--- config.mk ---
export PLATFORM = sky130hd
export DESIGN_NAME = scr1_dmem_slice
export DESIGN_NICKNAME = d
export VERILOG_FILES = /design/src/rtl/scr1_dmem_slice.sv
export SDC_FILE = /design/constraint.sdc
export NUM_CORES = 1
export LEC_CHECK = 0
export CAP_MARGIN = 30
export CELL_PAD_IN_SITES_DETAIL_PLACEMENT = 1
export CELL_PAD_IN_SITES_GLOBAL_PLACEMENT = 1
export CORE_AREA = 2 2 80 82
export DETAILED_ROUTE_END_ITERATION = 6
export DIE_AREA = 0 0 82 84
export DONT_BUFFER_PORTS = 1
export PLACE_DENSITY = 0.91
export SETUP_SLACK_MARGIN = 0.4
export SKIP_LAST_GASP = 1
export SLEW_MARGIN = 20
export SYNTH_ARGS = -nofsm -noshare
export SYNTH_HDL_FRONTEND = slang
export SYNTH_SLANG_ARGS = --single-unit
--- constraint.sdc ---
create_clock -name clk -period 3.3 [get_ports clk]
set_clock_uncertainty 0.15 [all_clocks]
set_input_delay 0.66 -clock clk [delete_from_list [all_inputs] [get_ports clk]]
set_output_delay 0.66 -clock clk [all_outputs]
set_load 0.03 [all_outputs]
--- src/rtl/scr1_dmem_slice.sv ---
// Memory-interface types shared by the dmem slice and anything attached to it.
package scr1_memif_pkg;

    localparam int SCR1_DMEM_AWIDTH = 32;
    localparam int SCR1_DMEM_DWIDTH = 32;

    typedef enum logic {
        SCR1_MEM_CMD_RD = 1'b0,
        SCR1_MEM_CMD_WR = 1'b1
    } type_scr1_mem_cmd_e;

    typedef enum logic [1:0] {
        SCR1_MEM_WIDTH_BYTE  = 2'b00,
        SCR1_MEM_WIDTH_HWORD = 2'b01,
        SCR1_MEM_WIDTH_WORD  = 2'b10,
        SCR1_MEM_WIDTH_ERROR = 2'b11
    } type_scr1_mem_width_e;

    typedef enum logic [1:0] {
        SCR1_MEM_RESP_NOTRDY = 2'b00,
        SCR1_MEM_RESP_RDY_OK = 2'b01,
        SCR1_MEM_RESP_RDY_ER = 2'b10
    } type_scr1_mem_resp_e;

endpackage

// Single-entry request slice between the core dmem port and the dmem router.
// The request is always registered; the response can optionally be registered
// too (SCR1_SLICE_RESP_REG=1) at the cost of one extra cycle.
module scr1_dmem_slice
    import scr1_memif_pkg::*;
#(
    parameter bit SCR1_SLICE_RESP_REG = 1'b0
) (
    input  logic                        rst_n,
    input  logic                        clk,

    output logic                        core_req_ack,
    input  logic                        core_req,
    input  type_scr1_mem_cmd_e          core_cmd,
    input  type_scr1_mem_width_e        core_width,
    input  logic [SCR1_DMEM_AWIDTH-1:0] core_addr,
    input  logic [SCR1_DMEM_DWIDTH-1:0] core_wdata,
    output logic [SCR1_DMEM_DWIDTH-1:0] core_rdata,
    output type_scr1_mem_resp_e         core_resp,

    input  logic                        rtr_req_ack,
    output logic                        rtr_req,
    output type_scr1_mem_cmd_e          rtr_cmd,
    output type_scr1_mem_width_e        rtr_width,
    output logic [SCR1_DMEM_AWIDTH-1:0] rtr_addr,
    output logic [SCR1_DMEM_DWIDTH-1:0] rtr_wdata,
    input  logic [SCR1_DMEM_DWIDTH-1:0] rtr_rdata,
    input  type_scr1_mem_resp_e         rtr_resp
);

    typedef enum logic [1:0] {
        ST_IDLE = 2'b00,
        ST_REQ  = 2'b01,
        ST_WAIT = 2'b10,
        ST_RSP  = 2'b11
    } state_e;

    state_e                      state_reg;
    state_e                      state_next;
    logic                        req_accept;
    logic                        rsp_capture;
    type_scr1_mem_resp_e         resp_r;
    logic [SCR1_DMEM_DWIDTH-1:0] rdata_r;

    // A request is taken from the core whenever it is offered while we acknowledge.
    assign req_accept = core_req & core_req_ack;

    // The router request is simply "holding an un-acked request".
    assign rtr_req = (state_reg == ST_REQ);

    // State register; reset drops rtr_req immediately since it decodes from state.
    always_ff @(posedge clk or negedge rst_n) begin
        if (!rst_n) begin
            state_reg <= ST_IDLE;
        end else begin
            state_reg <= state_next;
        end
    end

    // Request fields are captured on accept and held stable until the router acks.
    always_ff @(posedge clk or negedge rst_n) begin
        if (!rst_n) begin
            rtr_cmd   <= SCR1_MEM_CMD_RD;
            rtr_width <= SCR1_MEM_WIDTH_WORD;
            rtr_addr  <= '0;
            rtr_wdata <= '0;
        end else if (req_accept) begin
            rtr_cmd   <= core_cmd;
            rtr_width <= core_width;
            rtr_addr  <= core_addr;
            rtr_wdata <= core_wdata;
        end
    end

    // Response holding registers, only loaded in registered-response mode.
    always_ff @(posedge clk or negedge rst_n) begin
        if (!rst_n) begin
            resp_r  <= SCR1_MEM_RESP_NOTRDY;
            rdata_r <= '0;
        end else if (rsp_capture) begin
            resp_r  <= rtr_resp;
            rdata_r <= rtr_rdata;
        end
    end

    // Next-state and core-side handshake; core_req_ack never depends on rtr_req_ack.
    always_comb begin
        state_next   = state_reg;
        core_req_ack = 1'b0;
        core_resp    = SCR1_MEM_RESP_NOTRDY;
        rsp_capture  = 1'b0;
        case (state_reg)
            ST_IDLE: begin
                core_req_ack = 1'b1;
                if (core_req) begin
                    state_next = ST_REQ;
                end
            end
            ST_REQ: begin
                if (rtr_req_ack) begin
                    state_next = ST_WAIT;
                end
            end
            ST_WAIT: begin
                if (SCR1_SLICE_RESP_REG) begin
                    // Park the response in flops; the core sees it next cycle.
                    if (rtr_resp != SCR1_MEM_RESP_NOTRDY) begin
                        rsp_capture = 1'b1;
                        state_next  = ST_RSP;
                    end
                end else begin
                    core_resp    = rtr_resp;
                    core_req_ack = (rtr_resp == SCR1_MEM_RESP_RDY_OK);
                    if (rtr_resp != SCR1_MEM_RESP_NOTRDY) begin
                        // Errors never accept a new request in the same cycle.
                        state_next = (core_req && (rtr_resp == SCR1_MEM_RESP_RDY_OK)) ? ST_REQ : ST_IDLE;
                    end
                end
            end
            ST_RSP: begin
                core_resp    = resp_r;
                core_req_ack = (resp_r == SCR1_MEM_RESP_RDY_OK);
                state_next   = (core_req && (resp_r == SCR1_MEM_RESP_RDY_OK)) ? ST_REQ : ST_IDLE;
            end
            default: begin
                state_next = ST_IDLE;
            end
        endcase
    end

    // Read data source follows the response path; poisoned when no response is valid.
    always_comb begin
        core_rdata = SCR1_SLICE_RESP_REG ? rdata_r : rtr_rdata;
`ifdef SCR1_XPROP_EN
        if (core_resp == SCR1_MEM_RESP_NOTRDY) begin
            core_rdata = 'x;
        end
`endif
    end

`ifdef SCR1_TRGT_SIMULATION
    a_core_req_known: assert property (@(posedge clk) disable iff (!rst_n)
        core_req |-> !$isunknown({core_cmd, core_width}));

    a_rtr_fields_stable: assert property (@(posedge clk) disable iff (!rst_n)
        (rtr_req && !rtr_req_ack) |=> ($stable(rtr_cmd) && $stable(rtr_width)
                                       && $stable(rtr_addr) && $stable(rtr_wdata)));
`endif

endmodule

# Word level (Yosys, flattened, before mapping)
# Cells that the tools add are included.
classes:
  n_bitwise: 1
  muxes: 7
  n_reduce_logical: 4
  n_eq_ne: 7
ops:
  columns: ["op", "n"]
  rows:
  - ["$mux W2", 4]
  - ["$pmux W2 S4", 1]
  - ["$ne A2 B2 Y1 const B", 3]
  - ["$eq A2 B1 Y1 const B", 2]
  - ["$eq A2 B2 Y1 const B", 2]
  - ["$reduce_and A3 Y1", 1]
  - ["$logic_not A2 Y1", 1]
  - ["$pmux W1 S2", 1]
  - ["$reduce_bool A2 Y1", 1]
  - ["$and A1 B1 Y1", 1]
  - ["$logic_and A1 B1 Y1", 1]
  - ["$mux W1", 1]
totals:
  elab_cells: 24
  ff_bits: 69
  out_inout_bits: 103
  input_bits: 105

# Logic depth before layout (Yosys ltp)
# Gate-level depths: netlist of the first run.
depth:
  word_depth: 5
  mapped_depth: 5
  mapped_depth_nobuf: 3

# Least setup slack after synthesis of the first run
# No wires, ideal clock.
synth_timing:
  kind: "input port to output port"
  start: "in rtr_resp[1]"
  end: "out core_req_ack"
  arrival_time_ns: 1.309
  n_path_buf: 0
  cell_stages: 2
  path_slack_ns: 1.181
  required_time_ns: 2.490
  path_cell_list: "nand2b_4 -> a21oi_1"
synth_via:
  elab_chain_cells: 2
synth_rtl:
  columns: ["element", "line", "rtl"]
  rows:
  - ["start: declaration", "54", "input type_scr1_mem_resp_e rtr_resp"]
  - ["$eq A2 B1 Y1", "139", "core_req_ack = (rtr_resp == SCR1_MEM_RESP_RDY_OK);"]
  - ["$pmux W1 S2", "118", "case (state_reg)"]
  - ["end: declaration", "38", "output logic core_req_ack,"]
# No other way between the ends.

# Final worst setup path of the first run
layout_timing:
  start: "reg state_reg[1]"
  end: "out rtr_req"
layout_via:
  elab_chain_cells: 1
layout_rtl:
  columns: ["element", "line", "rtl"]
  rows:
  - ["start: declaration", "64", "state_e state_reg;"]
  - ["start signal: assignment", "82", "state_reg <= state_next;"]
  - ["$eq A2 B1 Y1", "75", "assign rtr_req = (state_reg == ST_REQ);"]
  - ["end: declaration", "48", "output logic rtr_req,"]
# No other way between the ends.

==> results of run 1 <==
path summary, 6_finish.rpt:
check                                              start  slack (ps)  cells after the start                       end
worst min-delay path                               rst_n          60                      1   rtr_addr[3]$_DFFE_PN0P_
worst max-delay path            state_reg[1]$_DFFE_PN0P_        1120                      1                   rtr_req
min in group clk                            core_addr[1]         310                      1   rtr_addr[1]$_DFFE_PN0P_
worst max register to register  state_reg[0]$_DFFE_PN0P_        1490                      4  rtr_addr[26]$_DFFE_PN0P_
worst min register to register  state_reg[0]$_DFFE_PN0P_         540                      2  state_reg[1]$_DFFE_PN0P_
max in group asynchronous                          rst_n        2390                      1  rtr_width[1]$_DFFE_PN1P_
layer usage:
metal	track usage	routed length, µm
met5	0	0
met4	0.0682	90
met3	0.0790	613
met2	0.234	2530
met1	0.155	1780
metrics by stage:
stage	std cells	hold slack [ps]	power [mW]	util
after CTS	245	47.7	3.60	0.478
after floorplan	187	214	2.84	-
final	245	59.3	3.55	0.478
after global routing	245	52.7	3.73	0.478
after detailed placement	227	216	2.91	0.440
after global placement	227	216	2.85	0.440
placed cells by master, fill, tap and decap left out:
cell | netlist | final
nand2b_1 | 1 | 1
nor2b_1 | 2 | 2
buf_16 | 0 | 1
a22o_1 | 1 | 1
clkbuf_8 | 0 | 10
inv_1 | 1 | 1
a21oi_1 | 1 | 1
nand2b_4 | 1 | 1
mux2_2 | 48 | 48
dfstp_2 | 1 | 1
nor2_1 | 1 | 1
bufinv_16 | 0 | 1
and2_1 | 2 | 2
clkinvlp_4 | 0 | 1
a21oi_4 | 1 | 1
buf_4 | 36 | 2
dfrtp_1 | 68 | 68
dlygate4sd3_1 | 0 | 1
mux2_1 | 19 | 19
clkinv_2 | 0 | 2
clkbuf_1 | 0 | 2
a21o_1 | 1 | 1
logic make-up (layout without fill, tap and decap cells):
group / after synthesis / in the layout / synth area share
DFF: 69 / 69 / 0.601
buffers and inverters: 40 / 21 / 0.107
AOI/OAI and AO/OA: 4 / 4 / 0.0131
and+or+nand+nor: 7 / 7 / 0.0170
muxes: 67 / 67 / 0.262
power by group through the flow:
| stage | sequential [mW] | combinational [mW] | clock, mW |
|---|---|---|---|
| 3_3_place_gp | 2.34 | 0.516 | 0 |
| 6_report | 2.33 | 0.561 | 0.663 |
| 5_1_grt | 2.39 | 0.607 | 0.728 |
| 4_1_cts | 2.34 | 0.571 | 0.688 |
| 2_1_floorplan | 2.26 | 0.582 | 0 |
| 3_5_place_dp | 2.36 | 0.549 | 0 |
layout make-up:
class	instances	area, µm²
Fill cell	595	3180
Multi-Input combinational cell	78	841
Timing Repair Buffer	4	52.6
Inverter	1	3.75
Clock inverter	4	47.5
Sequential cell	69	1730
Clock buffer	12	145
Tap cell	77	96.3
worst register-to-register path, cell delays in order, from the launching register on:
cell and delay, ps:
dfrtp_1 410, nand2b_1 190, a21oi_4 130, buf_4 400, mux2_2 420
==> qor.csv, run 1 <==
stage;metric;value;unit
pwr;Psw;1.61;mW
logic_synthesis;EDFF count, synth;0;
placement;Post-DP Area;2680;µm²
clock_network;clock latency on the worst-skew pair;330;ps
timing;RSZ-0062 raised after global routing;false;
clock_network;CTS tree;yes;
drt;drt first-iter violations;26;
pwr;Clk pwr share;0.187;
timing;Worst Setup Slack, final;1120;ps
clock_network;Num Clock Sinks;69;
drt;Detail Route Antenna Nets;0;
min_path;min-delay worst type;in -> async;
layout;fraction of layout cells with a size suffix above 1;0.405;
global_route;All-Layer GR Usage;0.146;
timing;max-slew violations;0;
timing;setup violators final;0;
layout;area growth from synthesis to layout;1.30;%
clock_network;clock-pin slew on the worst setup and hold paths;70;ps
placement;I/O Buffers;0;
logic_synthesis;most common cell in the netlist;dfrtp_1;
critical_path;crit end category;output port;
clock_network;hold_buf cts;2;
clock_network;H-tree levels;3;
critical_path;Crit path required time;2490;ps
critical_path;critical-path cell list;nor2b_1;
critical_path;CP Buf/Inv Count;0;
critical_path;Setup Crit Path Kind;reg -> out;
pwr;pwr dens;1220;nW/µm²
clock_network;cell at the root of the clock tree;clkbuf_8;
logic_synthesis;Synth Cell Area;2880;µm²
logic_synthesis;post-synthesis cell type count;16;
floorplanning;core region area;6100;µm²
logic_synthesis;post-synthesis sequential area ratio;0.601;
clock_network;clk buf depth;2;
drt;drt pass-1 iters;4;
logic_synthesis;synthesized flop and latch total;69;
pwr;Leakage;1.23;nW
timing;Fin Setup TNS;0;ps
status;outcome;finished clean;
clock_network;Post-CTS Setup Inserts;0;
flow_run;maxcap violations;0;
logic_synthesis;top_reg_cell synth;dfrtp_1;
timing;Slew headroom;0.514;
pwr;Pint;1.95;mW
critical_path;CP max-delay cell;nor2b_1;
logic_synthesis;Cells after Synth;187;
timing;Hold Violations, Final;0;
global_route;initial antenna violation count;0;
critical_path;crit path DAT;1370;ps
floorplanning;Die H;84;µm
critical_path;Worst setup SP type;flip-flop;
logic_synthesis;Yosys top cell by area;dfrtp_1;
pwr;sequential share of power;0.656;
placement;worst slack, placed;1140;ps
clock_network;post_cts resized;0;
logic_synthesis;synth cell count leaders;dfrtp_1, mux2_2, buf_4;
pwr;Switching Share;0.453;
timing;fin crit period;2180;ps
drt;WL/cell;20.4;µm
critical_path;crit-path max cell delay;600;ps
global_route;first-pass GRT wire length;7310;µm
global_route;pin count of the biggest net entering global routing;69;
layout;antenna cells;0;
floorplanning;I/O pin count;208;
logic_synthesis;top post-synthesis cells by area;dfrtp_1, mux2_2, buf_4, mux2_1, buf_6;
drt;Via density;5.42;
layout;fin nets;268;
pwr;Peak VDD IR;0.526;mV
global_route;gr ovfl total;0;
timing;Final Cycle Share;0.660;
drt;Routed Wire Length;5010;µm
floorplanning;die area;6890;µm²
drt;total number of vias;1329;
logic_synthesis;number of synthesis warnings;0;
layout;largest registers;rtr_addr: 32 flops, rtr_wdata: 32 flops;
layout;post-route cell area;2910;µm²
critical_path;CP max FO;4;
floorplanning;Initial Utilization;0.472;
clock_network;TritonCTS buffer count;9;
floorplanning;standard-cell rows;29;
logic_synthesis;syn nets;292;
global_route;vias in the first global route;1407;
critical_path;Top Family by Delay on Critical Path;simple AND/OR/NAND/NOR gates;
placement;Final Wtd Congestion;0.641;
logic_synthesis;Avg Inst Size Synth;15.4;µm²
floorplanning;Die Width;82;µm
timing;measured slew at the worst slew-check pin;728;ps
logic_synthesis;Post-synth ARST share;1.00;
timing;f_max;0.459;GHz
logic_synthesis;Synth top area share;0.592;
pwr;combinational share of power;0.158;
placement;dpl hpwl;3530;µm
drt;DRC;0;
No activity file was read; power rests on OpenSTA's default activity.
==> run 2: changes to the inputs <==
--- a/config.mk
+++ b/config.mk
@@ -5,14 +5,14 @@
 export SDC_FILE = /design/constraint.sdc
 export NUM_CORES = 1
 export LEC_CHECK = 0
+export ABC_AREA = 1
 export CAP_MARGIN = 30
 export CELL_PAD_IN_SITES_DETAIL_PLACEMENT = 1
 export CELL_PAD_IN_SITES_GLOBAL_PLACEMENT = 1
-export CORE_AREA = 2 2 80 82
+export CORE_UTILIZATION = 38
 export DETAILED_ROUTE_END_ITERATION = 6
-export DIE_AREA = 0 0 82 84
 export DONT_BUFFER_PORTS = 1
-export PLACE_DENSITY = 0.91
+export PLACE_DENSITY = 0.84
 export SETUP_SLACK_MARGIN = 0.4
 export SKIP_LAST_GASP = 1
 export SLEW_MARGIN = 20
==> constraint.sdc (replaced) <==
create_clock -name clk -period 2 [get_ports clk]
set_clock_uncertainty 0.15 [all_clocks]
set_input_delay 0.4 -clock clk [delete_from_list [all_inputs] [get_ports clk]]
set_output_delay 0.4 -clock clk [all_outputs]
set_load 0.03 [all_outputs]
==> qor.csv, run 2 <==
stage;metric;value;unit
status;outcome;finished with violations;
status;failing checks;negative hold slack;
global_route;pin count of the biggest net entering global routing;70;
critical_path;flop2flop setup slack;400;ps
global_route;first-pass GRT wire length;11300;µm
timing;Slew headroom;0.744;
critical_path;CP max-delay cell;dfrtp_1;
logic_synthesis;post-synthesis sequential area ratio;0.573;
timing;final hold slack;-407;ps
drt;WL/cell;19.3;µm
placement;Post-DP Area;2820;µm²
timing;Worst Setup Slack, final;200;ps
critical_path;critical-path cell list;nor2_2, inv_2, nor2_4, buf_6;
global_route;initial antenna violation count;0;
min_path;min-delay worst type;in -> async;
logic_synthesis;Avg Inst Size Synth;8.82;µm²
layout;fraction of layout cells with a size suffix above 1;0.279;
floorplanning;Die H;91.1;µm
drt;Via density;5.23;
layout;area growth from synthesis to layout;18.3;%
floorplanning;I/O pin count;208;
logic_synthesis;synth cell count leaders;nand2_1, dfrtp_1, nand3_1;
layout;number of fillers in the final layout;885;
critical_path;Setup Crit Path Kind;reg -> out;
critical_path;crit-path max cell delay;420;ps
clock_network;TritonCTS buffer count;9;
layout;post-route cell area;3570;µm²
pwr;pwr dens;1880;nW/µm²
layout;most frequent cells in the layout;nand2_1, nand3_1, dfrtp_1;
floorplanning;standard-cell rows;32;
logic_synthesis;number of synthesis warnings;0;
pwr;Peak VDD IR;0.607;mV
floorplanning;Initial Utilization;0.392;
pwr;Pint;3.40;mW
placement;I/O Buffers;0;
pwr;sequential share of power;0.574;
logic_synthesis;EDFF count, synth;0;
floorplanning;die area;8300;µm²
layout;largest registers;rtr_addr: 32 flops, rtr_wdata: 32 flops;
critical_path;crit end category;output port;
timing;setup violators final;0;
logic_synthesis;Cells after Synth;342;
floorplanning;Die Width;91.1;µm
logic_synthesis;most common cell in the netlist;nand2_1;
timing;f_max;0.556;GHz
placement;worst slack, placed;437;ps
flow_run;maxcap violations;0;
logic_synthesis;Synth Cell Area;3020;µm²
pwr;Leakage;1.81;nW
logic_synthesis;post-synthesis cell type count;13;
layout;antenna cells;0;
clock_network;clock-pin slew on the worst setup and hold paths;80;ps
global_route;All-Layer GR Usage;0.175;
critical_path;CP max FO;4;
timing;Final Cycle Share;0.900;
drt;Routed Wire Length;8280;µm
pwr;Total Power;6.69;mW
critical_path;crit path launch;state_reg[0]$_DFFE_PN0P_;
logic_synthesis;top_reg_cell synth;dfrtp_1;
pwr;Clk pwr share;0.168;
global_route;gr ovfl total;0;
clock_network;cell at the root of the clock tree;clkbuf_8;
timing;RSZ-0062 raised after global routing;true;
pwr;Switching Share;0.492;
drt;drt pass-1 iters;6;
clock_network;hold_buf cts;2;
drt;Detail Route Antenna Nets;0;
drt;total number of vias;2238;
clock_network;CTS tree;yes;
critical_path;reg2reg start;state_reg[0]$_DFFE_PN0P_;
critical_path;crit path DAT;1250;ps
drt;drt first-iter violations;74;
clock_network;H-tree levels;3;
floorplanning;core region area;7690;µm²
logic_synthesis;synthesized flop and latch total;69;
timing;measured slew at the worst slew-check pin;385;ps
logic_synthesis;top post-synthesis cells by area;dfrtp_1, nand2_1, nand3_1, buf_4, buf_2;
critical_path;FF-to-FF path depth;7;
logic_synthesis;Post-synth ARST share;1.00;
placement;dpl hpwl;4820;µm
pwr;combinational share of power;0.258;
clock_network;clock latency on the worst-skew pair;340;ps
clock_network;Num Clock Sinks;69;
layout;fin nets;426;
placement;Final Wtd Congestion;0.724;
timing;max-slew violations;0;
critical_path;Crit path required time;1450;ps
clock_network;clk buf depth;2;
logic_synthesis;Synth top area share;0.564;
timing;Hold Violations, Final;69;
drt;DRC;0;
logic_synthesis;syn nets;447;
timing;Fin Setup TNS;0;ps
global_route;vias in the first global route;2252;
critical_path;Worst setup SP type;flip-flop;
pwr;Psw;3.29;mW
critical_path;FF-to-FF End;rtr_wdata[6]$_DFFE_PN0P_;
timing;fin crit period;1800;ps
logic_synthesis;Yosys top cell by area;dfrtp_1;
layout;commonest non-fill, non-tap cell in the layout;nand2_1;
==> run 2: per-layer routing <==
metal | GRT usage | wire, µm | vias to the layer above
met5 | 0 | 0 | -
met3 | 0.0771 | 682 | 22
met4 | 0.0926 | 158 | 0
met2 | 0.282 | 4170 | 120
met1 | 0.195 | 3260 | 1092
li1 | - | - | 1004
==> run 2: cells by family (layout without fill, tap and decap cells) <==
| family | after synthesis | in the layout | synth area share |
|---|---|---|---|
| compound gates | 1 | 1 | 0.00166 |
| flops | 69 | 69 | 0.573 |
| buf+inv | 59 | 42 | 0.129 |
| simple gates | 213 | 214 | 0.296 |
==> run 2: power groups by stage <==
stage / combinational [mW] / clock [mW] / sequential, mW
floorplan: 1.02 / 0 / 3.60
global placement: 0.970 / 0 / 3.73
detailed placement: 1.07 / 0 / 3.75
CTS: 1.10 / 1.16 / 3.74
global route: 1.91 / 1.21 / 3.91
finish: 1.72 / 1.13 / 3.84
==> run 2: layout make-up <==
cell class,count,area (µm²),area share
clock inverters,4,47.5,0.0133
repair buffers,21,348,0.0975
inverters,5,21.3,0.00596
well taps,102,128,0.0358
multi-input cells,215,1150,0.322
clock buffers,12,145,0.0407
flip-flops and latches,69,1730,0.485
==> run 2: worst max-delay path by stage <==
stage	to	slack [ps]	cells after the start
global placement	rtr_addr[25]$_DFFE_PN0P_	500	5
detailed placement	rtr_wdata[13]$_DFFE_PN0P_	440	5
floorplan	core_req_ack	470	3
CTS	core_resp[1]	220	4
finish	core_resp[1]	200	4
global route	core_resp[1]	140	4
==> run 2: timing repair <==
action                                  CTS  global route
pin swaps                                 4            19
gates resized for setup                   8            88
buffers inserted                          2             1
hold endpoints to repair                 71            69
cloned                                    0            10
endpoints found under the setup margin    4            72
==> run 2: metrics by stage <==
step,cells,utilization
finish,428,0.464
global route,428,0.464
CTS,417,0.399
detailed placement,397,0.367
global placement,397,0.367
floorplan,342,-
==> run 2: critical path: cells and delay by family (launching register included) <==
| family | cells | cell delay (ps) |
|---|---|---|
| flops | 1 | 420 |
| simple gates | 2 | 270 |
| buf+inv | 2 | 220 |
